===== config.mk =====
export PLATFORM = sky130hd
export DESIGN_NAME = rotate_right_seq_flat
export DESIGN_NICKNAME = d
export VERILOG_FILES = /design/src/rtl/rotate_right_seq_if.sv /design/src/rtl/rotate_right_seq.sv /design/src/flat_wrapper.sv
export SDC_FILE = /design/constraint.sdc
export NUM_CORES = 1
export LEC_CHECK = 0
export ABC_CLOCK_PERIOD_IN_PS = 2160
export CAP_MARGIN = 15
export CORE_MARGIN = 2
export CORE_UTILIZATION = 50
export CTS_BUF_LIST = sky130_fd_sc_hd__clkbuf_2
export CTS_CLUSTER_DIAMETER = 150
export DETAILED_ROUTE_END_ITERATION = 7
export GPL_TIMING_DRIVEN = 0
export PLACE_DENSITY = 0.81
export SYNTH_ARGS = -nofsm -noshare
export SYNTH_HDL_FRONTEND = slang
export SYNTH_SLANG_ARGS = --single-unit

===== constraint.sdc =====
create_clock -name clk -period 2.16 [get_ports clk]
set_clock_uncertainty 0.15 [all_clocks]
set_input_delay 0.648 -clock clk [delete_from_list [all_inputs] [get_ports clk]]
set_output_delay 0.648 -clock clk [all_outputs]
set_load 0.03 [all_outputs]

===== src/rtl/rotate_right_seq_if.sv =====
// Purpose : request/response bundle for the iterative rotate-right unit.
// Latency : n/a (wires only).
// Backpressure: none; start is only honoured when the unit is IDLE or DONE.
//
// Ports (master = requester, slave = rotate unit):
//   start  - request, sampled on the rising clock edge
//   j, k   - operand and rotate-right amount, captured on the accepting edge
//   busy   - unit is rotating
//   done   - one-cycle pulse, result/flags valid from this cycle
//   result - registered rotate-right of j by k
//   Z, N   - zero / negative flags of result
//   C, V   - carry / overflow flags, always 0 for rotations
interface rotate_right_seq_if #(
  parameter int WIDTH = 16,
  parameter int AMT_W = 4
);
  logic             start;
  logic [WIDTH-1:0] j;
  logic [AMT_W-1:0] k;
  logic             busy;
  logic             done;
  logic [WIDTH-1:0] result;
  logic             Z;
  logic             N;
  logic             C;
  logic             V;

  modport master (
    output start, j, k,
    input  busy, done, result, Z, N, C, V
  );

  modport slave (
    input  start, j, k,
    output busy, done, result, Z, N, C, V
  );
endinterface


===== src/rtl/rotate_right_seq.sv =====
// Purpose : iterative WIDTH-bit rotate-right, one bit position per clock, ALU flags.
// Latency : k+1 busy cycles after the accepting edge; done pulses in the cycle after.
// Backpressure: start ignored while busy; accepted in IDLE or in the DONE cycle.
//
// Ports:
//   clk   - system clock, rising edge
//   rst_n - asynchronous active-low reset
//   bus   - rotate_right_seq_if slave modport (start/j/k in, busy/done/result/Z/N/C/V out)
module rotate_right_seq #(
  parameter int WIDTH = 16,
  parameter int AMT_W = 4
) (
  input  logic              clk,
  input  logic              rst_n,
  rotate_right_seq_if.slave bus
);

  // The counter must cover exactly one full turn, otherwise k could either
  // fall short of WIDTH-1 or wrap past a full rotation.
  if (WIDTH != (1 << AMT_W)) begin : g_bad_width
    $error("rotate_right_seq: WIDTH must equal 2**AMT_W");
  end
  if ($bits(bus.j) != WIDTH || $bits(bus.k) != AMT_W) begin : g_bad_if
    $error("rotate_right_seq: interface widths do not match module parameters");
  end

  typedef enum logic [1:0] {
    IDLE  = 2'd0,
    SHIFT = 2'd1,
    DONE  = 2'd2
  } state_t;

  state_t           state;
  state_t           state_nxt;

  logic [WIDTH-1:0] work;
  logic [WIDTH-1:0] work_nxt;
  logic [AMT_W-1:0] cnt;
  logic [AMT_W-1:0] cnt_nxt;

  // Architectural outputs: only rewritten on entry to DONE so they stay
  // readable through IDLE and through the following operation.
  logic [WIDTH-1:0] result_q;
  logic [WIDTH-1:0] result_nxt;
  logic             z_q;
  logic             z_nxt;
  logic             n_q;
  logic             n_nxt;

  // State register.
  always_ff @(posedge clk or negedge rst_n) begin
    if (!rst_n) begin
      state <= IDLE;
    end else begin
      state <= state_nxt;
    end
  end

  // Datapath registers; a reset abandons any rotation in flight.
  always_ff @(posedge clk or negedge rst_n) begin
    if (!rst_n) begin
      work     <= '0;
      cnt      <= '0;
      result_q <= '0;
      z_q      <= 1'b0;
      n_q      <= 1'b0;
    end else begin
      work     <= work_nxt;
      cnt      <= cnt_nxt;
      result_q <= result_nxt;
      z_q      <= z_nxt;
      n_q      <= n_nxt;
    end
  end

  // Next-state and datapath update.
  always_comb begin
    state_nxt  = state;
    work_nxt   = work;
    cnt_nxt    = cnt;
    result_nxt = result_q;
    z_nxt      = z_q;
    n_nxt      = n_q;

    unique case (state)
      IDLE: begin
        if (bus.start) begin
          work_nxt  = bus.j;
          cnt_nxt   = bus.k;
          state_nxt = SHIFT;
        end
      end

      SHIFT: begin
        // j/k/start are not looked at here; the operands were captured
        // on the accepting edge.
        if (cnt != '0) begin
          work_nxt = {work[0], work[WIDTH-1:1]};
          cnt_nxt  = cnt - AMT_W'(1);
        end else begin
          result_nxt = work;
          z_nxt      = (work == '0);
          n_nxt      = work[WIDTH-1];
          state_nxt  = DONE;
        end
      end

      DONE: begin
        // Accepting here gives back-to-back operation with no idle cycle.
        if (bus.start) begin
          work_nxt  = bus.j;
          cnt_nxt   = bus.k;
          state_nxt = SHIFT;
        end else begin
          state_nxt = IDLE;
        end
      end

      default: begin
        state_nxt = IDLE;
      end
    endcase
  end

  // busy/done decode straight from the state register, so both are glitch-free
  // and both read 0 while reset is asserted.
  assign bus.busy   = (state == SHIFT);
  assign bus.done   = (state == DONE);
  assign bus.result = result_q;
  assign bus.Z      = z_q;
  assign bus.N      = n_q;
  // Rotation moves no bit out of the word, so there is no carry or overflow.
  assign bus.C      = 1'b0;
  assign bus.V      = 1'b0;

endmodule


===== src/flat_wrapper.sv =====
// flat-port wrapper written by rule: the top's interface ports become plain ports
module rotate_right_seq_flat 
#(
  parameter int WIDTH = 16,
  parameter int AMT_W = 4
)
  (clk, rst_n, bus_start, bus_j, bus_k, bus_busy, bus_done, bus_result, bus_Z, bus_N, bus_C, bus_V);
  rotate_right_seq_if #(.WIDTH(WIDTH), .AMT_W(AMT_W)) bus_i ();
  input  logic clk;
  input  logic rst_n;
  input wire logic [$bits(bus_i.start)-1:0] bus_start;
  input wire logic [$bits(bus_i.j)-1:0] bus_j;
  input wire logic [$bits(bus_i.k)-1:0] bus_k;
  output wire logic [$bits(bus_i.busy)-1:0] bus_busy;
  output wire logic [$bits(bus_i.done)-1:0] bus_done;
  output wire logic [$bits(bus_i.result)-1:0] bus_result;
  output wire logic [$bits(bus_i.Z)-1:0] bus_Z;
  output wire logic [$bits(bus_i.N)-1:0] bus_N;
  output wire logic [$bits(bus_i.C)-1:0] bus_C;
  output wire logic [$bits(bus_i.V)-1:0] bus_V;
  assign bus_i.start = bus_start;
  assign bus_i.j = bus_j;
  assign bus_i.k = bus_k;
  assign bus_busy = bus_i.busy;
  assign bus_done = bus_i.done;
  assign bus_result = bus_i.result;
  assign bus_Z = bus_i.Z;
  assign bus_N = bus_i.N;
  assign bus_C = bus_i.C;
  assign bus_V = bus_i.V;
  rotate_right_seq #(.WIDTH(WIDTH), .AMT_W(AMT_W)) u_core (.clk(clk), .rst_n(rst_n), .bus(bus_i));
endmodule

==> run_results.csv <==
group,metric,value,unit
pwr,pwr-share-clk,8.9,%
die,die_height,64.1,um
grt,grt_max_degree,40,
timing,fin_crit_sh,96.8,%
placed_design,io_buffers,42,
cts,cts_made_buffers,5,
cts,path_clk_slew,190,ps
final_layout,layout-drive-gt1-share,19.9,%
hold_path,hp-class,"input pin to async pin",
detailed_routing,viasPerCell,5.21,
grt,antenna_found_initial,0,
timing,fmax,0.478,GHz
die,rows,21,
die,die-area,4110,sq um
logic_synthesis,synth.cells.most_frequent,"dfrtp_1, nor2_1, a21oi_1, mux2i_1",
die,fp.dieW,64.1,um
worst_setup_path,path_class,"flip-flop to output port",
timing,setup_viol,0,
pwr,totalPowerFinal,3.66,mW
detailed_routing,wl_per_cell,15.2,um
logic_synthesis,mappedNetlistArea,1810,sq um
cts,root_buffer,"clkbuf_2",
logic_synthesis,ys_seq_area_share,54.1,%
logic_synthesis,synth.ff_latch_count,39,
timing,rsz0062_at_grt,"yes",
timing,final_max_slew_viol_count,0,
grt,grt_pass1_vias,1307,
logic_synthesis,synth_top_area_share,54.1,%
pwr,p_seq_share,38.1,%
logic_synthesis,yosysTopAreaCell,"dfrtp_1",
final_layout,area_growth,29.9,%
worst_setup_path,arrival,1290,ps
worst_setup_path,startpoint_type,"flip-flop",
pwr,power.net_switching,1.60,mW
logic_synthesis,synthCells,150,
pwr,p_int,2.05,mW
die,ioPinCount,45,
worst_setup_path,end_kind,"output port",
timing,worstMarginPinSlew,854,ps
cts,cts.sinks,39,
timing,whs,178,ps
cts,cts_tree,"yes",
job,maxCapViolCount,0,
logic_synthesis,ys_types,30,
pwr,worst_ir_drop_vdd,935,uV
detailed_routing,wl,3830,um
pwr,p_leak,1.12,nW
logic_synthesis,synth-edff-count,0,
detailed_routing,postRouteAntennaNets,0,
timing,hold_violations,0,
worst_setup_path,path_max_fanout,6,
logic_synthesis,synth.most_common_cell,"dfrtp_1",
timing,slew_headroom,43.1,%
logic_synthesis,yosysWarnings,0,
pwr,power_density,1560,nW/um^2
cts,cts_max_level,2,
final_layout,num-fill-cells,281,
logic_synthesis,ys.flop_type,"dfrtp_1",
placed_design,dp_hpwl,2730,um
placed_design,place_area,2280,sq um
pwr,comb_power_share,53.1,%
pwr,p_sw_share,43.8,%
cts,clk_latency,390,ps
final_layout,diodes,0,
final_layout,final_area,2340,sq um
timing,fin_crit,2090,ps
detailed_routing,first_pass_iters,4,
detailed_routing,drc,0,
final_layout,final_nets,230,
detailed_routing,drtIter0Drc,82,
logic_synthesis,ys_top_cells_by_area,"dfrtp_1, mux2i_1, mux2_4",
grt,overflow,0,
die,start_util,53.3,%
logic_synthesis,synth_area_per_cell,12.0,sq um
placed_design,gp_congestion,0.854,
grt,track_usage,20.7,%
worst_setup_path,required,1360,ps
detailed_routing,vias,1314,
die,core,3390,sq um
grt,grt_pass1_wl,6500,um
cts,cts_buffer_depth,2,
logic_synthesis,async_reset_ff_share,100,%
outcome,status,"complete, no violations",
==> critical path, stage by stage, from the launching register on <==
cell and delay [ps]:
dfrtp_2 490, buf_12 140, nor2b_1 100, buf_4 170
==> power groups by stage <==
| stage | Combinational (mW) | Clock [mW] | Sequential (mW) |
|---|---|---|---|
| 2_1_floorplan | 1.07 | 0 | 1.64 |
| 3_3_place_gp | 1.93 | 0 | 1.39 |
| 3_5_place_dp | 1.98 | 0 | 1.41 |
| 4_1_cts | 1.90 | 0.329 | 1.39 |
| 5_1_grt | 2.10 | 0.366 | 1.45 |
| 6_report | 1.94 | 0.324 | 1.39 |
==> cell families after synthesis <==
family                   count (synthesis)  share of synthesized area (%)
AO/OA/AOI/OAI                           24                           8.18
adder cells (fa/ha/maj)                  2                           1.39
buffers and inverters                   16                           4.92
flip-flops                              39                           54.1
multiplexers                            33                           20.9
other                                    1                          0.208
AND/OR/NAND/NOR                         35                           10.4
==> layer usage <==
layer / GRT usage [%] / wire length, um / vias to the layer above
met2: 33.6 / 1840 / 37
met4: 5.85 / 42 / 0
met3: 6.51 / 219 / 5
met5: 0 / 0 / -
met1: 26.7 / 1720 / 644
li1: - / - / 628
==> layout make-up <==
type / instances / area, sq um / share of cell area [%]
timing repair buffer: 48 / 429 / 18.3
buffer: 9 / 73.8 / 3.15
clock inverter: 1 / 5.00 / 0.213
sequential: 39 / 977 / 41.7
multi-input combinational: 96 / 744 / 31.8
tap: 46 / 57.6 / 2.45
inverter: 6 / 22.5 / 0.961
clock buffer: 7 / 35.0 / 1.49
==> sequential cells by signal, summed over array words and instances, names as in the netlist <==
| signal | count |
|---|---|
| u_core.work | 16 |
| u_core.bus.result | 15 |
| u_core.cnt | 4 |
| u_core.state | 2 |
| u_core.bus.N | 1 |
| u_core.bus.Z | 1 |
==> stage by stage <==
| stage | setup WS (ps) | util (%) | setup TNS (ps) | std cells |
|---|---|---|---|---|
| after global placement | -606 | 67.5 | -23880 | 239 |
| after global routing | -19.7 | 69.2 | -19.7 | 252 |
| after detailed placement | -284 | 67.3 | -284 | 239 |
| final | 68.1 | 69.2 | 0 | 252 |
| after CTS | -128 | 68.2 | -128 | 247 |
| after floorplan | 124 | - | 0 | 151 |
==> placed cells by master (no fill, tap or decap) <==
cell type	n
dfrtp_1	38
clkdlybuf4s50_1	21
nor2_1	18
mux2i_1	17
a21oi_1	17
dlygate4sd2_1	17
buf_4	11
clkbuf_2	8
mux2_4	7
mux2_1	7
inv_1	5
buf_2	5
nor4_1	4
nand2b_1	2
nand4_1	2
nand2_1	2
o21ai_1	2
mux2_2	2
nor3_1	2
ha_1	2
conb_1	2
and2b_1	1
buf_12	1
nor2b_1	1
inv_2	1
nor3b_4	1
o31ai_4	1
o32a_1	1
o211ai_1	1
o21ai_0	1
nand2_4	1
buf_6	1
and4_1	1
o32ai_1	1
clkinv_2	1
dfrtp_2	1
==> repair_timing <==
action,CTS,global route
hold buffers,0,0
gates cloned,0,0
pin swaps,0,0
resized for setup,34,7
buffers inserted,0,6
setup endpoints to repair,20,3
==> path summary, 6_finish.rpt <==
path,end,cells after the start,slack [ps],from
min,u_core.cnt[3]$_DFFE_PN0P_,1,180,rst_n
max reg2reg,u_core.bus.result[8]$_DFFE_PN0P_,6,220,u_core.cnt[0]$_DFFE_PN0P_
min reg2reg,u_core.bus.result[7]$_DFFE_PN0P_,1,360,u_core.bus.result[7]$_DFFE_PN0P_
max in group asynchronous,u_core.state[0]$_DFFE_PN0P_,1,1100,rst_n
min in group clk,u_core.bus.result[7]$_DFFE_PN0P_,1,360,u_core.bus.result[7]$_DFFE_PN0P_
max,bus_done,3,70,u_core.state[0]$_DFFE_PN0P_
Power figures use the tool's default switching activity.
==> RTL edit: new RTL, same flow settings <==
Make the reset (`rst_n`) synchronous in 2 clocked blocks. Comments in the files are not updated.
--- a/src/rtl/rotate_right_seq.sv
+++ b/src/rtl/rotate_right_seq.sv
@@ -48,7 +48,7 @@
   logic             n_nxt;
 
   // State register.
-  always_ff @(posedge clk or negedge rst_n) begin
+  always_ff @(posedge clk) begin
     if (!rst_n) begin
       state <= IDLE;
     end else begin
@@ -57,7 +57,7 @@
   end
 
   // Datapath registers; a reset abandons any rotation in flight.
-  always_ff @(posedge clk or negedge rst_n) begin
+  always_ff @(posedge clk) begin
     if (!rst_n) begin
       work     <= '0;
       cnt      <= '0;
Function: differs if rst_n is asserted again (counterexample within 4 cycles, from zero or initial values and one cycle with rst_n low); with rst_n held inactive, the same outputs for 10 cycles.
==> RTL edit against the unedited design <==
  * Sequential cell count stayed put
  * Die area is 6.2% higher
  * Synthesized cell count is 47% higher
  * Design area is 9.3% higher
  * Fmax is 1.7% lower
  * Setup slack worse by 37 ps
  * Global-route usage is 2.9 points higher
  * Synthesized area is 6.6% higher
  * Routed wire length is 37% higher
  * Non-clock buffer count is 17 higher
Power is not compared: it rests on default switching activity, and its combinational part moved more than twofold at a synthesized area within 25%.
==> RTL edit: results <==
[run_status]
status = "finished, final reports clean"

[cells_and_area]
multi_input_cells = 139
buffer_area_share_pct = 23.68
nFillCells = 331
inverters = 20
n_all_buffers = 74
seq_share_pct = 30.66
multi_input_area_um2 = 960.9
clk_share_pct = 2.686
fin_nets = 304

[setup_path]
ff2ff_path_depth = 7
max_stage_delay_ps = 400
crit_family = "simple AND/OR/NAND/NOR gates"
cpMaxStageDelayCell = "dfxtp_2"
critPathArrivalTime_ps = 2320
reg2reg_slack_ps = 30
cp-startpoint = "u_core.cnt[0]"
timing.rr.end = "u_core.cnt[0]"

[yosys]
synth-main-ff-cell = "dfxtp_1"
synthTopCellsByArea = "dfxtp_1 41%, mux2_2 9.4%, nor4_1 7.2%"
ys_types = 35
yosysSeqAreaShare_pct = 40.57
synthTopCellsByCount = "39 x dfxtp_1, 22 x nor4_1, 18 x inv_1, 17 x a21oi_1"
synthArstFlopShare_pct = 0

[global_route]
antenna_found_initial = 0
grt_pass1_vias = 1671
track_usage_pct = 23.58

[clocking]
worstSkewPairLatency_ps = 440
clkTransAtPathRegs_ps = 210
cts_buffers = 5

[detailed_routing]
wl_per_cell_um = 15.98
vias = 1928
drtIter0Drc = 134

[place]
routabilityCongestion = 0.8306
port_buffers = 42
dp_hpwl_mm = 3.492

[sta]
slew_headroom_pct = 65.22

[worst_hold_path]
hold_class = "flop to flop"
==> RTL edit: stage by stage <==
stage	utilization, %	worst slack (ps)	hold WS [ps]	cell area (um2)	std cells
finish	69.47	30.91	337.5	2562	328
global route	69.47	-23.71	366.8	2562	328
CTS	67.44	-116.6	339.5	2487	319
detailed placement	65.30	-612.5	318.1	2409	311
global placement	65.30	-599.9	312.5	2409	311
floorplan	-	108.1	306.1	1928	221
==> RTL edit: how the worst min path moves through the flow <==
stage,start,end,slack [ps],cells past startpoint
finish,u_core.bus.result[9],u_core.bus.result[9],340,2
detailed placement,u_core.bus.result[10],u_core.bus.result[10],320,2
CTS,u_core.bus.result[10],u_core.bus.result[10],340,2
global route,u_core.bus.result[12],u_core.bus.result[12],370,2
floorplan,u_core.work[15],u_core.work[15],310,2
global placement,u_core.bus.result[8],u_core.bus.result[8],310,2
==> RTL edit: what timing repair did <==
item / in CTS / in global routing
endpoints found under the hold margin: 0 / 0
setup endpoints to repair: 23 / 9
pin swaps: 0 / 0
resized for setup: 39 / 8
buffers inserted: 1 / 9
==> RTL edit: layer usage <==
metal  vias up  GRT usage [%]  part of all wire [%]
li1        923              -                     -
met1       904          30.75                    42
met2        85          36.62                    48
met3        16          5.451                   6.7
met4         0          11.48                   2.9
met5         -              0                     0
==> RTL edit: power by group <==
part	switching, mW	internal (mW)	leakage, nW
Sequential	0.0862	0.803	0.321
Clock	0.270	0.196	0.0429
Combinational	0.370	0.305	0.668
Total	0.727	1.30	1.03
==> RTL edit: kinds of logic after synthesis <==
kind of cell               after synthesis  synth area share (%)
and+or+nand+nor                         59                 18.47
AOI/OAI and AO/OA                       58                 18.86
buffers and inverters                   43                 10.21
DFF                                     39                 40.57
muxes                                   18                 10.40
adders and majority gates                2                 1.300
other                                    1                0.1949
